### config.mk
export PLATFORM = sky130hd
export DESIGN_NAME = quad_toggle_stim
export DESIGN_NICKNAME = d
export VERILOG_FILES = /design/src/rtl/quad_stim_pkg.sv /design/src/rtl/toggle_div.sv /design/src/rtl/quad_toggle_stim.sv
export SDC_FILE = /design/constraint.sdc
export NUM_CORES = 1
export LEC_CHECK = 0
export CAP_MARGIN = 25
export CORE_ASPECT_RATIO = 0.6
export CORE_MARGIN = 2
export CORE_UTILIZATION = 45
export CTS_BUF_LIST = sky130_fd_sc_hd__clkbuf_2 sky130_fd_sc_hd__clkbuf_4 sky130_fd_sc_hd__clkbuf_8
export DETAILED_ROUTE_END_ITERATION = 6
export SKIP_LAST_GASP = 1
export SLEW_MARGIN = 40
export SYNTH_ARGS = -nofsm -noshare
export SYNTH_HDL_FRONTEND = slang
export SYNTH_SLANG_ARGS = --single-unit
### constraint.sdc
create_clock -name clk -period 3.5 [get_ports clk]
set_clock_uncertainty 0.1 [all_clocks]
set_input_delay 0.35 -clock clk [delete_from_list [all_inputs] [get_ports clk]]
set_output_delay 0.35 -clock clk [all_outputs]
set_load 0.02 [all_outputs]
### src/rtl/quad_stim_pkg.sv
// ---------------------------------------------------------------------------
// quad_stim_pkg
//   Shared types and default constants for the quad_toggle_stim stimulus
//   source and its toggle_div channel dividers.
//
//   Contents:
//     state_e          run controller state encoding (2 bits)
//     CNT_W_DEF        default width of all internal counters
//     P0_DEF..P3_DEF   default half-periods of channels a..d, in clock cycles
//     RUN_CYCLES_DEF   default burst length, in clock cycles
// ---------------------------------------------------------------------------
package quad_stim_pkg;

    typedef enum logic [1:0] {
        IDLE = 2'd0,
        RUN  = 2'd1,
        DONE = 2'd2
    } state_e;

    localparam int CNT_W_DEF      = 16;
    localparam int P0_DEF         = 5;
    localparam int P1_DEF         = 10;
    localparam int P2_DEF         = 15;
    localparam int P3_DEF         = 20;
    localparam int RUN_CYCLES_DEF = 100;

endpackage : quad_stim_pkg

### src/rtl/toggle_div.sv
// ---------------------------------------------------------------------------
// toggle_div
//   One square-wave channel. While en is high the counter advances once per
//   clock; when it reaches PERIOD-1 the output toggles and the counter
//   restarts, so q has a half-period of PERIOD clocks. The first toggle after
//   a clear lands on the PERIOD-th enabled edge.
//
//   Ports:
//     clk    in   system clock, rising edge
//     rst_n  in   asynchronous active-low reset
//     clr    in   synchronous clear of counter and q (wins over en)
//     en     in   advance the counter this cycle
//     q      out  registered square-wave output
// ---------------------------------------------------------------------------
module toggle_div
    import quad_stim_pkg::*;
#(
    parameter int PERIOD = P0_DEF,
    parameter int CNT_W  = CNT_W_DEF
) (
    input  logic clk,
    input  logic rst_n,
    input  logic clr,
    input  logic en,
    output logic q
);

    // Terminal count, compared at full counter width.
    localparam logic [CNT_W-1:0] TERM_CNT = CNT_W'(PERIOD - 1);

    logic [CNT_W-1:0] cnt_q;
    logic [CNT_W-1:0] cnt_d;
    logic             q_q;
    logic             q_d;
    logic             at_term;

    assign at_term = (cnt_q == TERM_CNT);

    always_comb begin
        cnt_d = cnt_q;
        q_d   = q_q;
        if (clr) begin
            cnt_d = '0;
            q_d   = 1'b0;
        end else if (en) begin
            if (at_term) begin
                cnt_d = '0;
                q_d   = ~q_q;
            end else begin
                cnt_d = cnt_q + CNT_W'(1);
            end
        end
    end

    always_ff @(posedge clk or negedge rst_n) begin
        if (!rst_n) begin
            cnt_q <= '0;
            q_q   <= 1'b0;
        end else begin
            cnt_q <= cnt_d;
            q_q   <= q_d;
        end
    end

    assign q = q_q;

endmodule : toggle_div

### src/rtl/quad_toggle_stim.sv
// ---------------------------------------------------------------------------
// quad_toggle_stim
//   Clocked stimulus source for a 4-input gate block. Four toggle_div
//   channels drive a..d as independent square waves. A run controller
//   bounds each burst to RUN_CYCLES clocks, then pulses done for one cycle.
//
//   State table:
//     IDLE | waiting for start; outputs hold their last values
//     RUN  | channels advance, cycle_cnt counts; busy=1
//     DONE | one-cycle completion, done=1; returns to IDLE unconditionally
//
//   Ports:
//     clk        in   system clock, rising edge
//     rst_n      in   asynchronous active-low reset
//     start      in   level-sampled burst request (IDLE only)
//     stop       in   level-sampled abort; wins over start and completion
//     a,b,c,d    out  stimulus to gate inputs a..d
//     busy       out  high while in RUN
//     done       out  one-cycle pulse at normal completion
//     cycle_cnt  out  RUN cycles elapsed in the current or last burst
// ---------------------------------------------------------------------------
module quad_toggle_stim
    import quad_stim_pkg::*;
#(
    parameter int CNT_W      = CNT_W_DEF,
    parameter int P0         = P0_DEF,
    parameter int P1         = P1_DEF,
    parameter int P2         = P2_DEF,
    parameter int P3         = P3_DEF,
    parameter int RUN_CYCLES = RUN_CYCLES_DEF
) (
    input  logic             clk,
    input  logic             rst_n,
    input  logic             start,
    input  logic             stop,
    output logic             a,
    output logic             b,
    output logic             c,
    output logic             d,
    output logic             busy,
    output logic             done,
    output logic [CNT_W-1:0] cycle_cnt
);

    localparam logic [CNT_W-1:0] RUN_LIM  = CNT_W'(RUN_CYCLES);
    localparam logic [CNT_W-1:0] RUN_LAST = CNT_W'(RUN_CYCLES - 1);
    localparam int               PER [4]  = '{P0, P1, P2, P3};

    state_e           state_q;
    logic             busy_q;
    logic             done_q;
    logic [CNT_W-1:0] cycle_cnt_q;
    logic [CNT_W-1:0] cycle_cnt_d;

    logic             div_clr;
    logic             div_en;
    logic [3:0]       div_q;

    // Saturating increment; the controller leaves RUN before the limit is
    // passed, the guard only keeps cycle_cnt pinned if that ever changes.
    assign cycle_cnt_d = (cycle_cnt_q == RUN_LIM) ? cycle_cnt_q
                                                  : cycle_cnt_q + CNT_W'(1);

    // Channel control. A stop in RUN suppresses the channel update on the
    // abort edge so the outputs freeze at their pre-edge values.
    always_comb begin
        div_clr = 1'b0;
        div_en  = 1'b0;
        case (state_q)
            IDLE:    div_clr = start && !stop;
            RUN:     div_en  = !stop;
            default: ;
        endcase
    end

    always_ff @(posedge clk or negedge rst_n) begin
        if (!rst_n) begin
            state_q     <= IDLE;
            busy_q      <= 1'b0;
            done_q      <= 1'b0;
            cycle_cnt_q <= '0;
        end else begin
            done_q <= 1'b0;
            case (state_q)
                IDLE: begin
                    if (start && !stop) begin
                        state_q     <= RUN;
                        busy_q      <= 1'b1;
                        cycle_cnt_q <= '0;
                    end
                end
                RUN: begin
                    if (stop) begin
                        state_q <= IDLE;
                        busy_q  <= 1'b0;
                    end else begin
                        cycle_cnt_q <= cycle_cnt_d;
                        if (cycle_cnt_q == RUN_LAST) begin
                            state_q <= DONE;
                            busy_q  <= 1'b0;
                            done_q  <= 1'b1;
                        end
                    end
                end
                DONE: begin
                    state_q <= IDLE;
                end
                default: begin
                    state_q <= IDLE;
                    busy_q  <= 1'b0;
                end
            endcase
        end
    end

    for (genvar i = 0; i < 4; i++) begin : g_chan
        toggle_div #(
            .PERIOD (PER[i]),
            .CNT_W  (CNT_W)
        ) u_div (
            .clk   (clk),
            .rst_n (rst_n),
            .clr   (div_clr),
            .en    (div_en),
            .q     (div_q[i])
        );
    end

    assign a         = div_q[0];
    assign b         = div_q[1];
    assign c         = div_q[2];
    assign d         = div_q[3];
    assign busy      = busy_q;
    assign done      = done_q;
    assign cycle_cnt = cycle_cnt_q;

endmodule : quad_toggle_stim

# Word-level counts from Yosys, hierarchy flattened

Cells that the tools add are included.

Register bits after elaboration: 88
Bits in latches: 0
RAM bits: 0
ROM bits: 0
Input port bits: 4
Output and inout port bits: 22
Logic and storage cells: 91
Memories: 0

Add/sub/neg operators: 5
$mul: 0
Div/mod/pow operators: 0
Order comparisons: 0
Equality and inequality tests: 12
Shift-type cells: 0
Muxes and demuxes: 41
Bitwise gates (word level): 5
Reductions and logical operators: 16

Operators with widths:

| kind                  | number |
|---|---|
| $mux 16               | 15 |
| $add 16x1->16 const B | 5 |
| $eq 16x4->1 const B   | 2 |
| $eq 16x7->1 const B   | 2 |
| $pmux 16 s2           | 1 |
| $mux 1                | 20 |
| $eq 16x3->1 const B   | 1 |
| $eq 16x5->1 const B   | 1 |
| $reduce_bool 2->1     | 6 |
| $reduce_and 2->1      | 5 |
| $mux 2                | 3 |
| $ne 2x2->1 const B    | 3 |
| $not 1->1             | 5 |
| $pmux 2 s2            | 1 |
| $reduce_and 4->1      | 1 |
| $ne 3x3->1 const B    | 1 |
| $pmux 1 s3            | 1 |
| $reduce_and 3->1      | 1 |
| $eq 2x1->1 const B    | 1 |
| $eq 2x2->1 const B    | 1 |
| $logic_not 2->1       | 1 |
| $logic_and 1x1->1     | 1 |
| $logic_not 1->1       | 1 |

# Longest topological paths before layout

Gate-level depths: netlist of the first run.

Depth in word-level cells: 5
Mapped depth: 7
Gate-level depth less buffers: 6

# Modules after synthesis

A second synthesis of the first run with hierarchy kept.

Cell total of the unflattened synthesis: 509
Area total of the unflattened synthesis: 4819.6 um^2

Modules (own cells, without submodules):

| module                        | instances | cells an instance | area an instance (um^2) | sequential area each (um^2) |
|---|---|---|---|---|
| quad_toggle_stim              | 1         | 116               | 1087.3                  | 500.5 |
| toggle_div at g_chan[1].u_div | 1         | 103               | 965.9                   | 425.4 |
| toggle_div at g_chan[2].u_div | 1         | 96                | 939.7                   | 425.4 |
| toggle_div at g_chan[3].u_div | 1         | 95                | 920.9                   | 425.4 |
| toggle_div at g_chan[0].u_div | 1         | 99                | 905.9                   | 425.4 |

# Worst setup path after synthesis of the first run

No wires, ideal clock.

Kind: reg2reg
Start point: reg cycle_cnt_q[7], in the netlist cycle_cnt[7]
End point: reg cycle_cnt_q[15], in the netlist cycle_cnt[15]
Library setup time: 0.078 ns
Data arrival time: 1.772 ns
Required time: 3.322 ns
Slack: 1.551 ns
Stages on the path, launching flop included: 6
Path buffers: 1
Period minus slack after synthesis: 1.949 ns
Cells stage by stage: dfrtp_1 buf_2 and4_1 nand3_1 or4b_2 a21oi_1

Cells in the longest elaborated chain, start to end: 4
Elaborated cells on any way between the ends: 7
Classes of those cells: add/sub: 1; eq/ne: 2; mux: 3; reduce/logical: 1

Ends and longest elaborated chain:

| element                  | line                   | text |
|---|---|---|
| start: declaration       | quad_toggle_stim.sv:52 | `logic [CNT_W-1:0] cycle_cnt_q;` |
| start signal: assignment | quad_toggle_stim.sv:97 | `cycle_cnt_q <= cycle_cnt_d;` |
| $add 16x1->16            | quad_toggle_stim.sv:62 | `: cycle_cnt_q + CNT_W'(1);` |
| $mux 16                  | quad_toggle_stim.sv:61 | `assign cycle_cnt_d = (cycle_cnt_q == RUN_LIM) ? cycle_cnt_q` |
| $mux 16                  | quad_toggle_stim.sv:93 | `if (stop) begin` |
| $pmux 16 s2              | quad_toggle_stim.sv:84 | `case (state_q)` |

Several ways; a longest one is shown, not always the timed one. The select of a mux whose other input is x is not followed.
A chain may end at the register's enable or synchronous reset.

# Worst setup path in the final report of the first run

Start point: reg state_q[0]
End point: reg g_chan[1].u_div.cnt_q[11]

Cells in the longest elaborated chain, start to end: 3
Elaborated cells on any way between the ends: 6
Classes of those cells: eq/ne: 1; mux: 3; reduce/logical: 2

Ends and longest elaborated chain:

| element                                                | line                   | text |
|---|---|---|
| start: declaration                                     | quad_toggle_stim.sv:49 | `state_e state_q;` |
| start signal: assignment                               | quad_toggle_stim.sv:78 | `state_q <= IDLE;` |
| start signal: assignment                               | quad_toggle_stim.sv:87 | `state_q <= RUN;` |
| start signal: assignment                               | quad_toggle_stim.sv:94 | `state_q <= IDLE;` |
| $eq 2x1->1 or $logic_not 2->1 (tied branches)          | quad_toggle_stim.sv:69 | `case (state_q)` |
| $mux 1                                                 | quad_toggle_stim.sv:69 |  |
| $reduce_bool 2->1 (no line) or $mux 16 (tied branches) | -                      |  |
| end signal: assignment                                 | toggle_div.sv:60       | `cnt_q <= cnt_d;` |
| end: declaration                                       | toggle_div.sv:31       | `logic [CNT_W-1:0] cnt_q;` |

Several ways; a longest one is shown, not always the timed one.

==> out/results.md, run 1 <==
| Parameter | Reported | Unit |
| --- | --- | --- |
| Run status | completed | - |
| Mean instance size in the synthesized netlist | 9.13 | µm² |
| Area of combinational cells with multiple inputs | 2570 | µm² |
| Post-Route Setup TNS | 0 | ps |
| Top_reg_cell synth | dfrtp_1 | - |
| Class of the most critical hold timing path | reg -> reg | - |
| CTS tree | yes | - |
| Non-filler instance count after layout | 709 | - |
| Total Die Area | 11900 | µm² |
| Count of buffers from port buffering | 25 | - |
| Top fanout value on the critical path | 14 | - |
| 1st-pass router iterations | 5 | - |
| Power per standard cell area | 400 | nW/µm² |
| Maximum number of pins on one net before global-route repair | 69 | - |
| Worst slew pin tran | 760 | ps |
| Total setup violations reported at the end of the flow | 0 | - |
| Top post-synthesis cells by area | dfrtp_1, nand4_1, nand3_1, nand2_1, xor2_1 | - |
| Fraction of registers with async set/reset | 100 | % |
| Post-DRT Antenna Nets | 0 | - |
| Final Cycle Share | 66.7 | % |
| Gr usage total | 23.1 | % |
| Ant. Diodes | 0 | - |
| Final Worst Setup Slack | 1160 | ps |
| Post-place setup slack | 838 | ps |
| Ordered list of cells on the worst path | or3b_1 > a41oi_1 > buf_4 > or4b_1 > nand3_1 | - |
| Via count of the first global-routing pass | 4175 | - |
| DR DRC count | 0 | - |
| Minimum hold slack | 437 | ps |
| Crit path capture type | register | - |
| Number of library cell types mapped by synthesis | 53 | - |
| FF/Latch Area | 2200 | µm² |
| Starting utilization of the core area | 46.4 | % |
| Ys Warns | 0 | - |
| Max Clock Freq | 428 | MHz |
| Mapped Nets | 554 | - |
| Number of fill cells | 996 | - |
| Global-route wire length before repair | 21800 | µm |
| Setup repair after global routing missed its margin | false | - |
| Average vias per placed instance | 6.28 | - |
| Placed cell count | 693 | - |
| Library cell contributing the largest single delay on the critical path | or3b_1 | - |
| Number of max-cap violations | 0 | - |
| CTS sink count | 88 | - |
| Total I/O pin count | 26 | - |
| Layout cells sized above 1 | 6.67 | % |
| Max Root-Sink Buffers | 2 | - |
| Placeable Area | 10600 | µm² |
| Gpl congestion | 0.827 | - |
| Final HPWL from detailed placement | 8970 | µm |
| Synthesized instance count | 541 | - |
| Die H | 85.1 | µm |
| Wire length per cell after detailed routing | 18.4 | µm |
| Sum of overflow across all layers after global routing | 0 | - |
| Synthesis-stage register bit count | 88 | - |
| EDFF count, synth | 0 | - |
| P&R area growth vs syn | 12.4 | % |
| Data arrival time at the worst-slack endpoint | 2540 | ps |
| Via Count | 4452 | - |
| Initial antenna violation count | 0 | - |
| Starting DRT DRC Count | 362 | - |
| Peak supply drop | 0.000260 | V |
| Stage delay of the slowest cell on the critical path | 600 | ps |
| Number of buffers added by the clock tree synthesis step | 9 | - |
| Total count of max-transition violations in the final report | 0 | - |
| Required time at the worst-slack endpoint | 3700 | ps |
| Critical Path Source Type | register | - |
| Netlist area before placement | 4940 | µm² |
| Leakage power figure | 2.26 | nW |
| Clock latency reported for the late side of the worst-skew pair | 360 | ps |
| Clock root buffer master | clkbuf_8 | - |
| Number of failing hold endpoints at the final stage | 0 | - |
| Placed cell area | 5350 | µm² |
| Wire length reported by the detailed router | 13100 | µm |
| Clock H-tree levels | 3 | - |
| Library cell occupying the most area in the post-synthesis netlist | dfrtp_1 | - |
| Crit path kind | reg -> reg | - |
| Clock-pin transition on the worst setup and hold timing paths | 90 | ps |
| Part of the Yosys area used for sequential elements | 44.6 | % |
| Final layout net count | 579 | - |
| Die width | 139 | µm |
| Share of the synthesized area in the top cell type | 44.6 | % |
| Rows | 29 | - |
| Worst slew slack as a fraction of its limit | 48.7 | % |
| Final non-filler cell area | 5550 | µm² |
| Period minus WS final | 2340 | ps |
worst paths after layout:
kind                                             endpoint  slack [ps]                       from  cells past startpoint
worst max-delay path            g_chan[1].u_div.cnt_q[11]        1160                 state_q[0]                      5
worst min-delay path            g_chan[3].u_div.cnt_q[14]         440  g_chan[3].u_div.cnt_q[14]                      1
worst max register to register  g_chan[1].u_div.cnt_q[11]        1160                 state_q[0]                      5
worst min register to register  g_chan[3].u_div.cnt_q[14]         440  g_chan[3].u_div.cnt_q[14]                      1
max in group asynchronous                            busy        2180                      rst_n                      3
min in group asynchronous        g_chan[0].u_div.cnt_q[8]         460                      rst_n                      2
cell usage after synthesis, types with 3 or more instances:
library cell / n
or2_2: 3
mux2i_1: 4
ha_1: 9
nor3_1: 14
a31oi_1: 20
nand2_1: 47
or3_1: 15
o22ai_1: 3
mux2_2: 3
xor2_1: 15
and2_1: 6
nor2_1: 29
nor4b_1: 3
nor3b_1: 4
o21ai_0: 25
nand3b_1: 9
nand3_1: 36
buf_2: 5
o41ai_1: 4
inv_1: 17
and4_1: 12
nand4_1: 30
o31ai_1: 5
and3_1: 12
nand2b_1: 9
a21oi_1: 26
nor4_1: 16
xnor2_1: 8
buf_1: 3
or4_1: 11
a41oi_1: 3
dfrtp_1: 88
o211ai_1: 10
clkbuf_1: 15
critical path: cells and delay by family (launching register included):
kind / cells / cell delay (ps)
buffers and inverters: 1 / 230
AND/OR/NAND/NOR: 3 / 1120
AO/OA/AOI/OAI: 1 / 360
flip-flops: 1 / 460
stage by stage:
step | total power, mW | util, %
2_1_floorplan | 1.36 | -
3_3_place_gp | 1.50 | 50.3
3_5_place_dp | 1.51 | 50.3
4_1_cts | 2.24 | 52.2
5_1_grt | 2.32 | 52.2
6_report | 2.22 | 52.2
report_power, final:
group          internal [mW]  switching (mW)
clock network          0.351           0.374
registers               1.08          0.0856
logic                  0.129           0.201
total                   1.56           0.660
kinds of logic after synthesis:
family                   after synthesis  share of synthesized area, %
XOR/XNOR                              23                          4.08
multiplexers                           7                          1.50
AND/OR/NAND/NOR                      267                          30.8
flip-flops                            88                          44.6
AO/OA/AOI/OAI                        106                          13.4
buffers and inverters                 41                          3.40
adder cells (fa/ha/maj)                9                          2.28
routing by layer:
metal  GRT usage (%)  part of all wire, %  vias up
met4            5.79                 0.89        0
met3            5.25                  6.5        9
met5               0                    0        -
met1            35.4                   51     2184
li1                -                    -     2095
met2            33.0                   42      164
cell type report:
type,count,area share [%]
Timing Repair Buffer,38,6.34
Tap cell,139,3.13
Sequential cell,88,39.7
Multi-Input combinational cell,412,46.3
Clock buffer,11,2.62
Clock inverter,4,0.812
Inverter,17,1.15
what timing repair did:
action,CTS,global route
hold buffers,1,0
hold endpoints to repair,66,0
buffers inserted,0,0
gates resized for setup,0,0
state kept, by name, indices dropped and copies added, names as in the netlist:
name / count
cycle_cnt: 16
done: 1
g_chan.u_div.q: 4
state_q: 2
g_chan.u_div.cnt_q: 64
busy: 1
placed cells by master (no fill, tap or decap), types with 5 or more instances in the layout:
cell / n
nand2_1: 47
or3_1: 15
clkbuf_8: 10
xnor2_1: 8
and4_1: 12
o31ai_1: 5
nand2b_1: 9
nor4_1: 16
o21ai_0: 25
a21oi_1: 26
and2_1: 6
or4_1: 11
xor2_1: 15
clkdlybuf4s50_1: 24
nand3b_1: 9
inv_1: 17
nand3_1: 36
dfrtp_1: 88
o211ai_1: 10
buf_4: 12
nand4_1: 30
ha_1: 9
nor3_1: 14
nor2_1: 29
a31oi_1: 20
and3_1: 12
No activity file was read; power rests on OpenSTA's default activity.
==> run 2, diff against run 1 <==
clock period = 2.2 ns   (was 3.5 ns; I/O delays follow)
==> run 2 against run 1 <==
  * Clock-buffer cell count down 1
  * Register-to-register slack worse by 970 ps
  * Global-route usage up 0.095 points
  * Critical path type unchanged
  * Combinational power up 75%
  * Total power increased by 66%
  * Critical endpoint is now g_chan[2].u_div.cnt_q[15]
  * Highest routed layer unchanged
  * Sequential power is 59% higher
  * Die area is the same
  * Setup slack worse by 970 ps
  * Cell count rose by 4.1%
==> out/results.md, run 2 (synthesized netlist as in run 1, its figures left out) <==
| Parameter | Reported | Unit | vs previous |
| --- | --- | --- | --- |
| Run status | completed | - | unchanged |
| Starting DRT DRC Count | 306 | - | was 362 |
| Required time at the worst-slack endpoint | 2390 | ps | was 3700 ps |
| R2R Path Start | g_chan[2].u_div.cnt_q[2] | - | was state_q[0] |
| Number of failing hold endpoints at the final stage | 0 | - | unchanged |
| Global-route wire length before repair | 21900 | µm | was 21800 µm |
| Layout cells sized above 1 | 11.2 | % | was 6.67% |
| Post-place setup slack | -52.3 | ps | was 838 ps |
| Combined buffer and inverter count along the critical path | 0 | - | was 1 |
| CP delay by family, top | simple AND/OR/NAND/NOR gates | - | unchanged |
| Gr usage total | 23.2 | % | was 23.1% |
| Die width | 139 | µm | unchanged |
| Peak supply drop | 0.000348 | V | was 0.000260 V |
| Clock latency reported for the late side of the worst-skew pair | 370 | ps | was 360 ps |
| Sum of overflow across all layers after global routing | 0 | - | unchanged |
| Initial antenna violation count | 0 | - | unchanged |
| Final layout net count | 608 | - | was 579 |
| Critical Path Source Type | register | - | unchanged |
| Commonest cells after routing, fill and taps aside | dfrtp_1, nand2_1, buf_4, nand3_1, nand4_1 | - | was dfrtp_1, nand2_1, nand3_1, nand4_1, nor2_1 |
| Total count of max-transition violations in the final report | 0 | - | unchanged |
| Clock H-tree levels | 3 | - | unchanged |
| Rows | 29 | - | unchanged |
| Crit path kind | reg -> reg | - | unchanged |
| Total I/O pin count | 26 | - | unchanged |
| CTS tree | yes | - | unchanged |
| Ordered list of cells on the worst path | nand3_1 > or4_4 > or3_1 > a21oi_1 | - | was or3b_1 > a41oi_1 > buf_4 > or4b_1 > nand3_1 |
| Gpl congestion | 0.853 | - | was 0.827 |
| Count of buffers from port buffering | 25 | - | unchanged |
| Wire length per cell after detailed routing | 17.5 | µm | was 18.4 µm |
| Clock root buffer master | clkbuf_8 | - | unchanged |
| Stage delay of the slowest cell on the critical path | 560 | ps | was 600 ps |
| Leakage power figure | 2.42 | nW | was 2.26 nW |
| Final Cycle Share | 91.3 | % | was 66.7% |
| Worst slew slack as a fraction of its limit | 63.1 | % | was 48.7% |
| Max Root-Sink Buffers | 2 | - | unchanged |
| Setup repair after global routing missed its margin | false | - | unchanged |
| Via count of the first global-routing pass | 4135 | - | was 4175 |
| Final core utilization | 54.7 | % | was 52.2% |
| Capturing point of the worst reg2reg path | g_chan[2].u_div.cnt_q[15] | - | was g_chan[1].u_div.cnt_q[11] |
| Post CTS Setup Buffer Count | 0 | - | unchanged |
| Wire length reported by the detailed router | 12900 | µm | was 13100 µm |
| Final HPWL from detailed placement | 9220 | µm | was 8970 µm |
| Crit path capture type | register | - | unchanged |
| Class of the most critical hold timing path | in -> async | - | was reg -> reg |
| Register with the most flip-flops | g_chan.u_div.cnt_q | - | unchanged |
| Cells on worst reg2reg path | 4 | - | was 5 |
| Via Count | 4526 | - | was 4452 |
| Max reg flops | 64 | - | unchanged |
| Maximum number of pins on one net before global-route repair | 38 | - | was 69 |
| Clock-pin transition on the worst setup and hold timing paths | 90 | ps | about the same |
| CTS sink count | 88 | - | unchanged |
| Top fanout value on the critical path | 7 | - | was 14 |
| 1st-pass router iterations | 5 | - | unchanged |
| Post-DRT Antenna Nets | 0 | - | unchanged |
| Library cell contributing the largest single delay on the critical path | or4_4 | - | was or3b_1 |
| DR DRC count | 0 | - | unchanged |
| Minimum hold slack | 257 | ps | was 437 ps |
| Register-to-register setup slack | 190 | ps | was 1160 ps |
| Average vias per placed instance | 6.13 | - | was 6.28 |
| Die H | 85.1 | µm | unchanged |
| Total Die Area | 11900 | µm² | unchanged |
| Total setup violations reported at the end of the flow | 0 | - | unchanged |
| Data arrival time at the worst-slack endpoint | 2200 | ps | was 2540 ps |
| Ant. Diodes | 0 | - | unchanged |
| Placeable Area | 10600 | µm² | unchanged |
| Number of buffers added by the clock tree synthesis step | 9 | - | unchanged |
| Most frequent standard cell in the layout excluding fill and tap cells | dfrtp_1 | - | unchanged |
| Period minus WS final | 2010 | ps | was 2340 ps |
| Worst slew pin tran | 548 | ps | was 760 ps |
| Number of max-cap violations | 0 | - | unchanged |
| P&R area growth vs syn | 17.8 | % | was 12.4% |
| Max Clock Freq | 498 | MHz | was 428 MHz |
| Final Worst Setup Slack | 191 | ps | was 1160 ps |
| Power per standard cell area | 634 | nW/µm² | was 400 nW/µm² |
| Post-Route Setup TNS | 0 | ps | unchanged |
| Starting utilization of the core area | 46.4 | % | unchanged |
-- run 2: changes by cell type in the layout (fill, tap and decap cells not counted) --
| cell | before | now |
|---|---|---|
| buf_4 | 12 | 40 |
| buf_12 | 0 | 2 |
| clkbuf_4 | 1 | 0 |
| clkinvlp_4 | 0 | 1 |
| clkinv_4 | 0 | 1 |
| clkinv_2 | 3 | 1 |
| bufinv_16 | 1 | 2 |
| buf_6 | 1 | 0 |
-- run 2: what timing repair did --
item	CTS	global route
endpoints found under the hold margin	35	0
hold buffers	1	0
setup endpoints to repair	0	0
gates resized for setup	0	0
-- run 2: worst max path at each step --
| stage | from | to | slack (ps) | cells past startpoint |
|---|---|---|---|---|
| 2_1_floorplan | cycle_cnt[7] | cycle_cnt[15] | 250 | 5 |
| 3_3_place_gp | stop | g_chan[0].u_div.cnt_q[12] | -30 | 5 |
| 3_5_place_dp | stop | g_chan[0].u_div.cnt_q[13] | -50 | 5 |
| 4_1_cts | state_q[1] | g_chan[0].u_div.cnt_q[13] | 210 | 4 |
| 5_1_grt | g_chan[0].u_div.cnt_q[7] | g_chan[0].u_div.cnt_q[11] | 80 | 5 |
| 6_report | g_chan[2].u_div.cnt_q[2] | g_chan[2].u_div.cnt_q[15] | 190 | 4 |
-- run 2: layout make-up --
type,instances,area [µm²]
Clock inverter,5,81.3
Multi-Input combinational cell,412,2570
Timing Repair Buffer,67,591
Inverter,17,63.8
Fill cell,961,4810
Clock buffer,10,138
Tap cell,139,174
Sequential cell,88,2200
-- run 2: where the power goes --
group	total, mW	internal, mW	switching (mW)
Sequential	1.85	1.71	0.134
Clock	1.26	0.665	0.595
Combinational	0.579	0.244	0.335
Total	3.69	2.62	1.07
-- run 2: per-stage QoR --
stage,instance area [µm²],power [mW],instances
finish,5820,3.69,738
floorplan,4940,2.17,541
global route,5820,3.88,738
detailed placement,5590,2.45,722
global placement,5590,2.43,722
CTS,5820,3.73,738
-- run 2: metal layers --
metal,share of wire (%),vias up,track usage (%)
met4,1.1,0,6.43
met5,0,-,0
met1,54,2239,36.3
li1,-,2164,-
met3,4.9,13,4.57
met2,40,110,32.4
==> run 3, diff against run 2 <==
CORE_UTILIZATION = 62   (was 45)
PLACE_DENSITY = 0.82   (was default)
RECOVER_POWER = 25   (was default)
==> run 3 against run 2 <==
  * Sequential cell count did not move
  * Non-clock buffer count rose by 1
  * First-iteration DRC count rose by 100%
  * Core utilization rose by 19 points
  * Critical endpoint is now g_chan[2].u_div.cnt_q[10]
  * Largest power group unchanged
  * Highest routed layer unchanged
==> out/results.md, run 3 (synthesized netlist as in run 1, its figures left out) <==
| Parameter | Reported | Unit | vs previous |
| --- | --- | --- | --- |
| Run status | completed | - | unchanged |
| 1st-pass router iterations | 5 | - | unchanged |
| Startpoint of the worst setup timing path | g_chan[2].u_div.cnt_q[3] | - | was g_chan[2].u_div.cnt_q[2] |
| Via count of the first global-routing pass | 4394 | - | was 4135 |
| Register with the most flip-flops | g_chan.u_div.cnt_q | - | unchanged |
| Maximum number of pins on one net before global-route repair | 53 | - | was 38 |
| Die H | 73.1 | µm | was 85.1 µm |
| Ant. Diodes | 0 | - | unchanged |
| Layout cells sized above 1 | 11.5 | % | was 11.2% |
| Setup repair after global routing missed its margin | false | - | unchanged |
| CTS sink count | 88 | - | unchanged |
| R2R Path Start | g_chan[2].u_div.cnt_q[3] | - | was g_chan[2].u_div.cnt_q[2] |
| Leakage power figure | 2.41 | nW | was 2.42 nW |
| Stage delay of the slowest cell on the critical path | 560 | ps | about the same |
| Max reg flops | 64 | - | unchanged |
| Post-place setup slack | -90.9 | ps | was -52.3 ps |
| Starting utilization of the core area | 63.4 | % | was 46.4% |
| Final Worst Setup Slack | 124 | ps | was 191 ps |
| Number of failing hold endpoints at the final stage | 0 | - | unchanged |
| Ordered list of cells on the worst path | nand3_1 > or2_0 > or4_1 > a21oi_1 | - | was nand3_1 > or4_4 > or3_1 > a21oi_1 |
| Initial antenna violation count | 0 | - | unchanged |
| Worst slew slack as a fraction of its limit | 46.3 | % | was 63.1% |
| Starting DRT DRC Count | 624 | - | was 306 |
| Final Cycle Share | 94.3 | % | was 91.3% |
| Total I/O pin count | 26 | - | unchanged |
| Clock latency reported for the late side of the worst-skew pair | 370 | ps | about the same |
| Critical Path Source Type | register | - | unchanged |
| Total Die Area | 8720 | µm² | was 11900 µm² |
| Rows | 25 | - | was 29 |
| Clock-pin transition on the worst setup and hold timing paths | 80 | ps | was 90 ps |
| Class of the most critical hold timing path | in -> async | - | unchanged |
| Data arrival time at the worst-slack endpoint | 2270 | ps | was 2200 ps |
| Number of buffers added by the clock tree synthesis step | 9 | - | unchanged |
| Post-DRT Antenna Nets | 0 | - | unchanged |
| Via Count | 4764 | - | was 4526 |
| DR DRC count | 0 | - | unchanged |
| Max Root-Sink Buffers | 2 | - | unchanged |
| Crit path kind | reg -> reg | - | unchanged |
| Minimum hold slack | 350 | ps | was 257 ps |
| Wire length reported by the detailed router | 13200 | µm | was 12900 µm |
| P&R area growth vs syn | 16.2 | % | was 17.8% |
| Commonest cells after routing, fill and taps aside | dfrtp_1, nand2_1, buf_4, nand3_1, nand4_1 | - | unchanged |
| Final layout net count | 609 | - | was 608 |
| Clock H-tree levels | 3 | - | unchanged |
| Sum of overflow across all layers after global routing | 0 | - | unchanged |
| Global-route wire length before repair | 21700 | µm | was 21900 µm |
| Peak supply drop | 0.000464 | V | was 0.000348 V |
| Clock root buffer master | clkbuf_8 | - | unchanged |
| Top fanout value on the critical path | 7 | - | unchanged |
| Most frequent standard cell in the layout excluding fill and tap cells | dfrtp_1 | - | unchanged |
| Placeable Area | 7790 | µm² | was 10600 µm² |
| Total count of max-transition violations in the final report | 0 | - | unchanged |
| Wire length per cell after detailed routing | 18.6 | µm | was 17.5 µm |
| Overall power consumption | 3.57 | mW | was 3.69 mW |
| Average vias per placed instance | 6.72 | - | was 6.13 |
| Gr usage total | 31.8 | % | was 23.2% |
| CTS tree | yes | - | unchanged |
| Max Clock Freq | 482 | MHz | was 498 MHz |
| Number of max-cap violations | 0 | - | unchanged |
| Worst slew pin tran | 805 | ps | was 548 ps |
| Gpl congestion | 0.958 | - | was 0.853 |
| Die width | 119 | µm | was 139 µm |
| Library cell contributing the largest single delay on the critical path | or4_1 | - | was or4_4 |
| Power per standard cell area | 623 | nW/µm² | was 634 nW/µm² |
| Period minus WS final | 2080 | ps | was 2010 ps |
| Crit path capture type | register | - | unchanged |
| Count of buffers from port buffering | 25 | - | unchanged |
| Total setup violations reported at the end of the flow | 0 | - | unchanged |
| Final HPWL from detailed placement | 9260 | µm | was 9220 µm |
| Required time at the worst-slack endpoint | 2390 | ps | about the same |
[run 3: changes by cell type in the layout (fill, tap and decap cells not counted)]
cell	change
clkinv_2	+2
clkbuf_8	-1
nor4_2	+1
clkbuf_1	+1
clkinv_4	-1
nor4_1	-1
clkinvlp_4	-1
clkbuf_4	+4
bufinv_16	-1
buf_4	+1
buf_12	-2
[run 3: where the power goes]
| group | switching [mW] | total (mW) | internal [mW] |
|---|---|---|---|
| Sequential | 0.129 | 1.84 | 1.71 |
| Clock | 0.574 | 1.13 | 0.558 |
| Combinational | 0.349 | 0.595 | 0.246 |
[run 3: worst paths after layout]
check                                            endpoint  slack, ps  cells after the start
worst max-delay path            g_chan[2].u_div.cnt_q[10]        120                      4
worst min-delay path             g_chan[0].u_div.cnt_q[5]        350                      2
worst max register to register  g_chan[2].u_div.cnt_q[10]        120                      4
worst min register to register  g_chan[3].u_div.cnt_q[14]        440                      1
max in group asynchronous       g_chan[3].u_div.cnt_q[10]        370                      3
min in group clk                g_chan[3].u_div.cnt_q[14]        440                      1
[run 3: metal layers]
layer  track usage, %  wire length, µm  vias to the layer above
li1                 -                -                     2155
met1             46.6             5880                     2302
met2             46.9             5870                      278
met3             8.59             1260                       29
met4             8.73              146                        0
met5                0                0                        -
[run 3: what timing repair did]
action / 4_1_cts / 5_1_grt
setup buffers: 0 / 3
hold endpoints to repair: 88 / 0
hold buffers: 1 / 0
gates resized for setup: 0 / 1
setup endpoints to repair: 0 / 14
[run 3: worst max-delay path: cells and delay by family, from the launching register on]
| kind | cells | cell delay, ps |
|---|---|---|
| compound gates | 1 | 200 |
| simple gates | 3 | 1250 |
| flops | 1 | 450 |
[run 3: area by class of cell]
cell class / instances / area, µm²
clock buffers: 12 / 146
multi-input cells: 412 / 2570
inverters: 17 / 63.8
repair buffers: 68 / 569
fillers: 572 / 2050
flip-flops and latches: 88 / 2200
clock inverters: 4 / 45.0
well taps: 108 / 135
[run 3: stage by stage]
stage | instance area [µm²] | setup TNS [ps] | std cells | utilization [%]
after floorplan | 4940 | 0 | 541 | -
after global placement | 5520 | -184 | 689 | 70.9
after detailed placement | 5520 | -391 | 689 | 70.9
after CTS | 5720 | 0 | 706 | 73.5
after global routing | 5740 | 0 | 709 | 73.6
final | 5740 | 0 | 709 | 73.6
